[config.mk]
export PLATFORM = sky130hd
export DESIGN_NAME = cfi_event_sched_flat
export DESIGN_NICKNAME = d
export VERILOG_FILES = /design/src/rtl/cfi_event_sched_if.sv /design/src/rtl/cfi_event_sched.sv /design/src/flat_wrapper.sv
export SDC_FILE = /design/constraint.sdc
export NUM_CORES = 1
export LEC_CHECK = 0
export ABC_AREA = 1
export CAP_MARGIN = 10
export CORE_MARGIN = 2
export CORE_UTILIZATION = 35
export CTS_BUF_LIST = sky130_fd_sc_hd__clkbuf_4 sky130_fd_sc_hd__clkbuf_8
export DETAILED_ROUTE_END_ITERATION = 12
export HOLD_SLACK_MARGIN = 0.1
export PLACE_DENSITY = 0.56
export SLEW_MARGIN = 20
export SYNTH_ARGS = -nofsm -noshare
export SYNTH_HDL_FRONTEND = slang
export SYNTH_SLANG_ARGS = --single-unit
[constraint.sdc]
create_clock -name clk_i -period 9.8 [get_ports clk_i]
set_input_delay 1.96 -clock clk_i [delete_from_list [all_inputs] [get_ports clk_i]]
set_output_delay 1.96 -clock clk_i [all_outputs]
set_load 0.1 [all_outputs]
[src/rtl/cfi_event_sched_if.sv]
// Check-port handshake between the CFI event sequencer (master) and the
// shadow-stack check unit (slave): request valid/ready plus a response strobe.
interface cfi_event_sched_if #(
    parameter int VLEN = 64
) ();
    logic            chk_valid;
    logic            chk_is_ret;
    logic [VLEN-1:0] chk_addr;
    logic            chk_ready;
    logic            rsp_valid;
    logic            rsp_fault;

    modport master (
        output chk_valid, chk_is_ret, chk_addr,
        input  chk_ready, rsp_valid, rsp_fault
    );

    modport slave (
        input  chk_valid, chk_is_ret, chk_addr,
        output chk_ready, rsp_valid, rsp_fault
    );
endinterface

[src/rtl/cfi_event_sched.sv]
// Buffers retired call/return events in order and issues them one at a time to
// the shadow-stack check port; stalls commit when full and holds a sticky fault.
module cfi_event_sched #(
    parameter int NR_COMMIT_PORTS = 2,
    parameter int DEPTH           = 4,
    parameter int VLEN            = 64
) (
    input  logic                            clk_i,
    input  logic                            rst_i,
    input  logic [NR_COMMIT_PORTS-1:0]      evt_valid_i,
    input  logic [NR_COMMIT_PORTS-1:0]      evt_is_ret_i,
    input  logic [NR_COMMIT_PORTS*VLEN-1:0] evt_addr_i,
    input  logic                            flush_i,
    cfi_event_sched_if.master               chk_if,
    output logic                            cfi_wait_o,
    output logic                            cfi_fault_valid_o,
    output logic [VLEN-1:0]                 cfi_fault_tval_o
);

    localparam int PTR_W = (DEPTH > 1) ? $clog2(DEPTH) : 1;
    localparam int CNT_W = $clog2(DEPTH + 1);
    // Stall once fewer than a full bundle of free slots remain.
    localparam logic [CNT_W-1:0] WAIT_THR = CNT_W'(DEPTH - NR_COMMIT_PORTS + 1);

    localparam logic [1:0] S_IDLE  = 2'd0;
    localparam logic [1:0] S_WAIT  = 2'd1;
    localparam logic [1:0] S_FAULT = 2'd2;
    localparam logic [1:0] S_DRAIN = 2'd3;

    logic [1:0]       state_q, state_d;
    logic [PTR_W-1:0] wr_ptr_q, wr_ptr_d;
    logic [PTR_W-1:0] rd_ptr_q, rd_ptr_d;
    logic [CNT_W-1:0] cnt_q, cnt_d;
    logic [VLEN-1:0]  tval_q, tval_d;
    logic [VLEN-1:0]  inflight_q;

    logic [VLEN-1:0]  addr_mem_q [DEPTH];
    logic [DEPTH-1:0] ret_mem_q;

    logic                       head_vld;
    logic                       pop;
    logic                       push_en;
    logic [CNT_W-1:0]           push_cnt;
    logic [PTR_W-1:0]           slot_idx [NR_COMMIT_PORTS];
    logic [NR_COMMIT_PORTS-1:0] slot_we;

    assign cfi_wait_o = (cnt_q >= WAIT_THR) || (state_q == S_FAULT) || (state_q == S_DRAIN);
    assign push_en    = !cfi_wait_o && !flush_i;

    // A flush suppresses the request so no handshake can complete alongside it.
    assign head_vld          = (state_q == S_IDLE) && (cnt_q != '0) && !flush_i;
    assign pop               = head_vld && chk_if.chk_ready;
    assign chk_if.chk_valid  = head_vld;
    assign chk_if.chk_is_ret = head_vld & ret_mem_q[rd_ptr_q];
    assign chk_if.chk_addr   = head_vld ? addr_mem_q[rd_ptr_q] : '0;

    assign cfi_fault_valid_o = (state_q == S_FAULT);
    assign cfi_fault_tval_o  = tval_q;

    // Compact valid ports into consecutive slots, lower port index oldest.
    always_comb begin
        push_cnt = '0;
        for (int p = 0; p < NR_COMMIT_PORTS; p++) begin
            slot_idx[p] = wr_ptr_q + PTR_W'(push_cnt);
            slot_we[p]  = push_en && evt_valid_i[p];
            if (slot_we[p]) begin
                push_cnt = push_cnt + 1'b1;
            end
        end
    end

    always_comb begin
        state_d  = state_q;
        tval_d   = tval_q;
        wr_ptr_d = wr_ptr_q + PTR_W'(push_cnt);
        rd_ptr_d = rd_ptr_q + PTR_W'(pop);
        cnt_d    = cnt_q + push_cnt - CNT_W'(pop);
        case (state_q)
            S_IDLE: begin
                if (pop) begin
                    state_d = S_WAIT;
                end
            end
            S_WAIT: begin
                if (chk_if.rsp_valid) begin
                    if (chk_if.rsp_fault) begin
                        state_d = S_FAULT;
                        tval_d  = inflight_q;
                    end else begin
                        state_d = S_IDLE;
                    end
                end
            end
            S_FAULT: state_d = S_FAULT;
            S_DRAIN: begin
                if (chk_if.rsp_valid) begin
                    state_d = S_IDLE;
                end
            end
            default: state_d = S_IDLE;
        endcase
        // A check still outstanding at flush must have its response swallowed.
        if (flush_i) begin
            state_d  = ((state_q == S_WAIT) && !chk_if.rsp_valid) ? S_DRAIN : S_IDLE;
            tval_d   = '0;
            wr_ptr_d = '0;
            rd_ptr_d = '0;
            cnt_d    = '0;
        end
    end

    always_ff @(posedge clk_i) begin
        if (rst_i) begin
            state_q  <= S_IDLE;
            wr_ptr_q <= '0;
            rd_ptr_q <= '0;
            cnt_q    <= '0;
            tval_q   <= '0;
        end else begin
            state_q  <= state_d;
            wr_ptr_q <= wr_ptr_d;
            rd_ptr_q <= rd_ptr_d;
            cnt_q    <= cnt_d;
            tval_q   <= tval_d;
        end
    end

    always_ff @(posedge clk_i) begin
        if (pop) begin
            inflight_q <= addr_mem_q[rd_ptr_q];
        end
        for (int p = 0; p < NR_COMMIT_PORTS; p++) begin
            if (slot_we[p]) begin
                addr_mem_q[slot_idx[p]] <= evt_addr_i[p*VLEN +: VLEN];
                ret_mem_q[slot_idx[p]]  <= evt_is_ret_i[p];
            end
        end
    end

endmodule

[src/flat_wrapper.sv]
// flat-port wrapper written by rule: the top's interface ports become plain ports
module cfi_event_sched_flat 
#(
    parameter int NR_COMMIT_PORTS = 2,
    parameter int DEPTH           = 4,
    parameter int VLEN            = 64
)
  (clk_i, rst_i, evt_valid_i, evt_is_ret_i, evt_addr_i, flush_i, cfi_wait_o, cfi_fault_valid_o, cfi_fault_tval_o, chk_if_chk_valid, chk_if_chk_is_ret, chk_if_chk_addr, chk_if_chk_ready, chk_if_rsp_valid, chk_if_rsp_fault);
  cfi_event_sched_if #(.VLEN(VLEN)) chk_if_i ();
  input  logic clk_i;
  input  logic rst_i;
  input  logic [NR_COMMIT_PORTS-1:0] evt_valid_i;
  input  logic [NR_COMMIT_PORTS-1:0] evt_is_ret_i;
  input  logic [NR_COMMIT_PORTS*VLEN-1:0] evt_addr_i;
  input  logic flush_i;
  output logic cfi_wait_o;
  output logic cfi_fault_valid_o;
  output logic [VLEN-1:0] cfi_fault_tval_o;
  output wire logic [$bits(chk_if_i.chk_valid)-1:0] chk_if_chk_valid;
  output wire logic [$bits(chk_if_i.chk_is_ret)-1:0] chk_if_chk_is_ret;
  output wire logic [$bits(chk_if_i.chk_addr)-1:0] chk_if_chk_addr;
  input wire logic [$bits(chk_if_i.chk_ready)-1:0] chk_if_chk_ready;
  input wire logic [$bits(chk_if_i.rsp_valid)-1:0] chk_if_rsp_valid;
  input wire logic [$bits(chk_if_i.rsp_fault)-1:0] chk_if_rsp_fault;
  assign chk_if_chk_valid = chk_if_i.chk_valid;
  assign chk_if_chk_is_ret = chk_if_i.chk_is_ret;
  assign chk_if_chk_addr = chk_if_i.chk_addr;
  assign chk_if_i.chk_ready = chk_if_chk_ready;
  assign chk_if_i.rsp_valid = chk_if_rsp_valid;
  assign chk_if_i.rsp_fault = chk_if_rsp_fault;
  cfi_event_sched #(.NR_COMMIT_PORTS(NR_COMMIT_PORTS), .DEPTH(DEPTH), .VLEN(VLEN)) u_core (.clk_i(clk_i), .rst_i(rst_i), .evt_valid_i(evt_valid_i), .evt_is_ret_i(evt_is_ret_i), .evt_addr_i(evt_addr_i), .flush_i(flush_i), .chk_if(chk_if_i), .cfi_wait_o(cfi_wait_o), .cfi_fault_valid_o(cfi_fault_valid_o), .cfi_fault_tval_o(cfi_fault_tval_o));
endmodule
==> results of run 1 <==
synth_stat cells (all sizes together):
master,n
dfxtp,77
nor2,277
nand4,2
o21ai,395
ha,7
a21oi,133
xnor2,2
inv,102
fa,1
buf,85
nor3b,2
clkbuf,41
nor3,1
nand2,490
edfxtp,320
nand3,10
a31oi,1
or2,2
layer usage:
layer / global-route usage [%] / vias up / share of wire (%)
met2: 33.8 / 425 / 49
met3: 3.89 / 97 / 5.4
met1: 25.4 / 6758 / 43
met4: 7.58 / 2 / 2.6
li1: - / 7077 / -
met5: 0 / - / 0.024
per-stage QoR:
stage	hold WS (ns)	setup slack [ns]	area, sq um	std cells	utilization [%]
floorplan	0.475	2.32	18000	1948	-
global placement	0.451	3.08	21100	2791	41.3
detailed placement	0.454	2.99	21100	2792	41.3
CTS	0.463	2.98	22600	2925	44.3
global route	0.481	2.77	22600	2928	44.3
finish	0.463	3.01	22600	2928	44.3
kinds of logic (layout without fill, tap and decap cells):
| logic type | Yosys count | in the layout | synth area share [%] |
|---|---|---|---|
| AND/OR/NAND/NOR | 784 | 784 | 16.7 |
| adder cells (fa/ha/maj) | 8 | 8 | 0.597 |
| other | 0 | 3 | 0 |
| buffers and inverters | 228 | 525 | 6.01 |
| AO/OA/AOI/OAI | 529 | 529 | 14.7 |
| XOR/XNOR | 2 | 2 | 0.0973 |
| flip-flops | 397 | 397 | 61.9 |
final timing paths:
| path | start | to | slack (ns) | cells past startpoint |
|---|---|---|---|---|
| setup / recovery | flush_i | chk_if_chk_addr[42] | 3.01 | 5 |
| hold / removal | u_core.cfi_fault_tval_o[55] | u_core.cfi_fault_tval_o[55] | 0.46 | 2 |
| setup reg to reg | register | u_core.addr_mem_q[0][51] | 6.00 | 13 |
| hold reg to reg | u_core.cfi_fault_tval_o[55] | u_core.cfi_fault_tval_o[55] | 0.46 | 2 |
area by class of cell:
cell class              count  area, sq um
inverters                 102          388
flip-flops and latches    397        11200
fillers                  4975        28400
repair buffers            290         2850
clock buffers             120         1440
well taps                 680          851
clock inverters            13         92.6
diodes                      3         7.51
multi-input cells        1323         5860
power by group through the flow:
stage / Combinational (mW) / Sequential, mW / Clock [mW]
2_1_floorplan: 0.314 / 1.97 / 0
3_3_place_gp: 0.491 / 1.97 / 0
3_5_place_dp: 0.497 / 1.97 / 0
4_1_cts: 0.499 / 1.93 / 1.69
5_1_grt: 0.539 / 1.94 / 1.78
6_report: 0.494 / 1.93 / 1.65
flip-flops by register name, summed over array words and instances (netlist names), named ones only:
register,cells
u_core.wr_ptr_q,2
u_core.state_q,1
u_core.ret_mem_q,4
u_core.cfi_fault_tval_o,64
u_core.cnt_q,3
u_core.inflight_q,64
u_core.addr_mem_q,256
u_core.rd_ptr_q,2
tightest hold or removal path: stages (launching register included):
cell and delay, ns:
dfxtp_1 0.30, nand2_1 0.06, a21oi_1 0.05
==> impl_metrics.env, run 1 <==
export IMPL_port_buffers=269
export IMPL_pwr_share_seq_pct=47.5
export IMPL_hold_class="register to register"
export IMPL_cts_root_buffer="clkbuf_8"
export IMPL_layout_common_cells="nand2_1 (488), edfxtp_1 (320), nor2_1 (272)"
export IMPL_setup_tns_final_ns=0
export IMPL_cts_sinks=397
export IMPL_max_cap_violations=0
export IMPL_wl_microns=53500
export IMPL_cts_buffers_inserted=73
export IMPL_syn_cell_area_sq_um=18000
export IMPL_grt_use_total_pct=20.0
export IMPL_post_cts_setup_buffer_count=0
export IMPL_htreeDepth=3
export IMPL_grt_overflow_total=0
export IMPL_cp_arrival_ns=4.83
export IMPL_start_kind="primary input"
export IMPL_gp_congestion=0.780
export IMPL_drive_gt1_share_pct=7.75
export IMPL_fin_worst_skew_ns=0.0286
export IMPL_syn_to_final_growth_pct=25.7
export IMPL_core_sq_um=51100
export IMPL_syn_num_nets=2094
export IMPL_place_hpwl_microns=32000
export IMPL_crit_path_cell_trace="clkdlybuf4s50_1 > nor3_1 > nand2_4 > a21oi_1 > clkdlybuf4s50_1"
export IMPL_yosysTopAreaCell="edfxtp_1"
export IMPL_ant_nets=0
export IMPL_final_common_cell="nand2_1"
export IMPL_vias=14400
export IMPL_die_h_microns=231
export IMPL_ys_ff_latch=397
export IMPL_max_slew_margin_pct=27.1
export IMPL_cts_resized=0
export IMPL_path_delay_family="buffers and inverters"
export IMPL_ios=270
export IMPL_fin_nets=2333
export IMPL_end_kind="output port"
export IMPL_cts_buffer_depth=3
export IMPL_p_sw_mw=1.06
export IMPL_grt_pass1_vias=14000
export IMPL_cts_tree="done"
export IMPL_cpPeakStageDelay_ns=1.18
export IMPL_p_sw_share_pct=26.1
export IMPL_leakage_nw=7.75
export IMPL_netlist_area_leader_share_pct=53.3
export IMPL_netlist_instances=1948
export IMPL_slowest_stage="clkdlybuf4s50_1"
export IMPL_grt_pass1_wl_microns=81400
export IMPL_max_freq_mhz=147
export IMPL_critical_path_class="primary input to output port"
export IMPL_vias_per_cell=4.90
export IMPL_die_area_sq_um=53300
export IMPL_worst_slew_pin_slew_ns=1.09
export IMPL_synth_area_per_cell_sq_um=9.25
export IMPL_status="complete, no violations"
export IMPL_worst_path_max_fanout=66
export IMPL_critPathRequiredTime_ns=7.84
export IMPL_drv_slew=0
export IMPL_start_util_pct=35.3
export IMPL_cellInternalPower_mw=3.01
export IMPL_grt_max_degree=80
export IMPL_irDropWorstVdd_mv=0.0752
export IMPL_setup_violations_final=0
export IMPL_first_pass_iters=5
export IMPL_yosys_warnings=0
export IMPL_antenna_found_initial=4
export IMPL_hold_buffers=0
export IMPL_avgRoutedWirePerCell_microns=18.3
export IMPL_crit_path_frequent_cell="clkdlybuf4s50_1"
export IMPL_drc=0
export IMPL_die_w_microns=231
export IMPL_final_min_clock_period_ns=6.79
export IMPL_synthTopCellsByArea="edfxtp_1 (53%), nand2_1 (10%), dfxtp_1 (8.6%)"
export IMPL_power_frac_clock_pct=40.4
export IMPL_path_buf_inv=2
export IMPL_p_per_area_nw_per_um2=180
export IMPL_placementRows=83
export IMPL_yosysSeqAreaShare_pct=61.9
export IMPL_total_power_mw=4.07
export IMPL_rsz0062_at_grt="no"
export IMPL_clkTransAtPathRegs_ns=0.05
export IMPL_fin_crit_sh_pct=69.3
export IMPL_combPwrFrac_pct=12.1
export IMPL_clk_latency_ns=0.64
export IMPL_netlist_cell_type_count=26
export IMPL_hold_viol=0
export IMPL_detail_route_iter0_violations=1014
No activity file was read; power rests on OpenSTA's default activity.
==> run 2, diff against run 1 <==
==> constraint.sdc (replaced) <==
create_clock -name clk_i -period 6.25 [get_ports clk_i]
set_input_delay 1.25 -clock clk_i [delete_from_list [all_inputs] [get_ports clk_i]]
set_output_delay 1.25 -clock clk_i [all_outputs]
set_load 0.1 [all_outputs]
==> run 2 against run 1 <==
  * Total power increased by 57%
  * Critical path depth fell by 1
  * Via count grew 0.80%
  * Wire length shrank 0.81%
  * Global-route usage decreased by 0.17 points
  * Count of clock-buffer cells in the layout shrank 11
==> impl_metrics.env, run 2 (synthesis results as in run 1) <==
export IMPL_status="complete, no violations"
export IMPL_rsz0062_at_grt="no"
export IMPL_p_per_area_nw_per_um2=284
export IMPL_start_util_pct=35.3
export IMPL_fin_area_sq_um=22500
export IMPL_wl_microns=53100
export IMPL_grt_max_degree=107
export IMPL_cts_tree="done"
export IMPL_first_pass_iters=5
export IMPL_place_area_sq_um=21000
export IMPL_critical_path_class="register to output port"
export IMPL_die_h_microns=231
export IMPL_fin_nets=2332
export IMPL_reg2reg_to="u_core.addr_mem_q[0][47]"
export IMPL_setup_violations_final=0
export IMPL_grt_pass1_vias=13900
export IMPL_start_kind="register"
export IMPL_r2r_cells=12
export IMPL_cts_buffer_depth=3
export IMPL_grt_overflow_total=0
export IMPL_htreeDepth=3
export IMPL_rrSetupSlack_ns=3.13
export IMPL_die_area_sq_um=53300
export IMPL_grt_pass1_wl_microns=80800
export IMPL_gp_congestion=0.842
export IMPL_worst_slew_pin_slew_ns=1.17
export IMPL_fin_worst_skew_ns=0.0274
export IMPL_placementRows=83
export IMPL_largest_reg_flops=256
export IMPL_cp_arrival_ns=3.36
export IMPL_max_cap_violations=0
export IMPL_ios=270
export IMPL_layout_common_cells="nand2_1 (488), edfxtp_1 (320), nor2_1 (272)"
export IMPL_drive_gt1_share_pct=10.3
export IMPL_grt_use_total_pct=19.8
export IMPL_max_slew_margin_pct=21.4
export IMPL_leakage_nw=7.87
export IMPL_detail_route_iter0_violations=1129
export IMPL_max_freq_mhz=217
export IMPL_ant_nets=0
export IMPL_setup_tns_final_ns=0
export IMPL_drv_slew=0
export IMPL_cp_startpoint="u_core.rd_ptr_q[0]"
export IMPL_port_buffers=269
export IMPL_hold_viol=0
export IMPL_vias_per_cell=4.94
export IMPL_vias=14500
export IMPL_core_sq_um=51100
export IMPL_final_min_clock_period_ns=4.61
export IMPL_hold_class="register to register"
export IMPL_clk_latency_ns=0.65
export IMPL_avgRoutedWirePerCell_microns=18.1
export IMPL_cts_root_buffer="clkbuf_8"
export IMPL_final_common_cell="nand2_1"
export IMPL_cts_resized=0
export IMPL_syn_to_final_growth_pct=25.0
export IMPL_post_cts_setup_buffer_count=0
export IMPL_fin_crit_sh_pct=73.7
export IMPL_irDropWorstVdd_mv=0.110
export IMPL_hold_buffers=0
export IMPL_end_kind="output port"
export IMPL_die_w_microns=231
export IMPL_cts_buffers_inserted=71
export IMPL_worst_path_max_fanout=87
export IMPL_drc=0
export IMPL_clkTransAtPathRegs_ns=0.06
export IMPL_critPathRequiredTime_ns=5.00
export IMPL_antenna_found_initial=7
export IMPL_place_hpwl_microns=32000
export IMPL_crit_path_end="chk_if_chk_addr[49]"
export IMPL_cts_sinks=397
## run 2: area by class of cell
| class | count | area, sq um |
|---|---|---|
| Fill cell | 4943 | 28600 |
| Sequential cell | 397 | 11200 |
| Multi-Input combinational cell | 1323 | 5860 |
| Timing Repair Buffer | 291 | 2720 |
| Clock buffer | 109 | 1350 |
| Tap cell | 680 | 851 |
| Inverter | 102 | 390 |
| Clock inverter | 20 | 173 |
| Antenna cell | 7 | 17.5 |
## run 2: worst max-delay path, cell delays in order, from the launching register on
cell and delay [ns]:
dfxtp_4 0.70, buf_4 0.84, o21ai_0 0.50, a21oi_1 0.25, buf_4 0.33
## run 2: how the worst min path moves through the flow
stage | depth (start not counted) | start | end
after floorplan | 2 | u_core.inflight_q[0] | u_core.cfi_fault_tval_o[0]
after CTS | 2 | u_core.cfi_fault_tval_o[14] | u_core.cfi_fault_tval_o[14]
after global placement | 2 | u_core.cfi_fault_tval_o[14] | u_core.cfi_fault_tval_o[14]
after global routing | 2 | u_core.cfi_fault_tval_o[5] | u_core.cfi_fault_tval_o[5]
final | 2 | u_core.cfi_fault_tval_o[14] | u_core.cfi_fault_tval_o[14]
after detailed placement | 2 | u_core.cfi_fault_tval_o[14] | u_core.cfi_fault_tval_o[14]
## run 2: report_power, final
part,switching [mW],internal (mW)
sequential,0.0298,3.00
combinational,0.547,0.220
clock,1.11,1.50
## run 2: routing by layer
| metal | vias up | global-route usage [%] | share of wire [%] |
|---|---|---|---|
| met4 | 0 | 9.19 | 3.0 |
| li1 | 7073 | - | - |
| met2 | 496 | 32.8 | 48 |
| met5 | - | 0 | 0 |
| met1 | 6813 | 25.4 | 43 |
| met3 | 92 | 3.41 | 5.8 |
## run 2: stage by stage
step | util (%) | cells | total power, mW | setup WS, ns | hold WS [ns]
global placement | 41.0 | 2793 | 3.84 | 1.77 | 0.451
finish | 44.1 | 2929 | 6.40 | 1.64 | 0.461
CTS | 44.0 | 2922 | 6.47 | 1.55 | 0.463
floorplan | - | 1948 | 3.58 | -0.518 | 0.475
global route | 44.1 | 2929 | 6.65 | 1.47 | 0.478
detailed placement | 41.1 | 2793 | 3.85 | 1.67 | 0.454
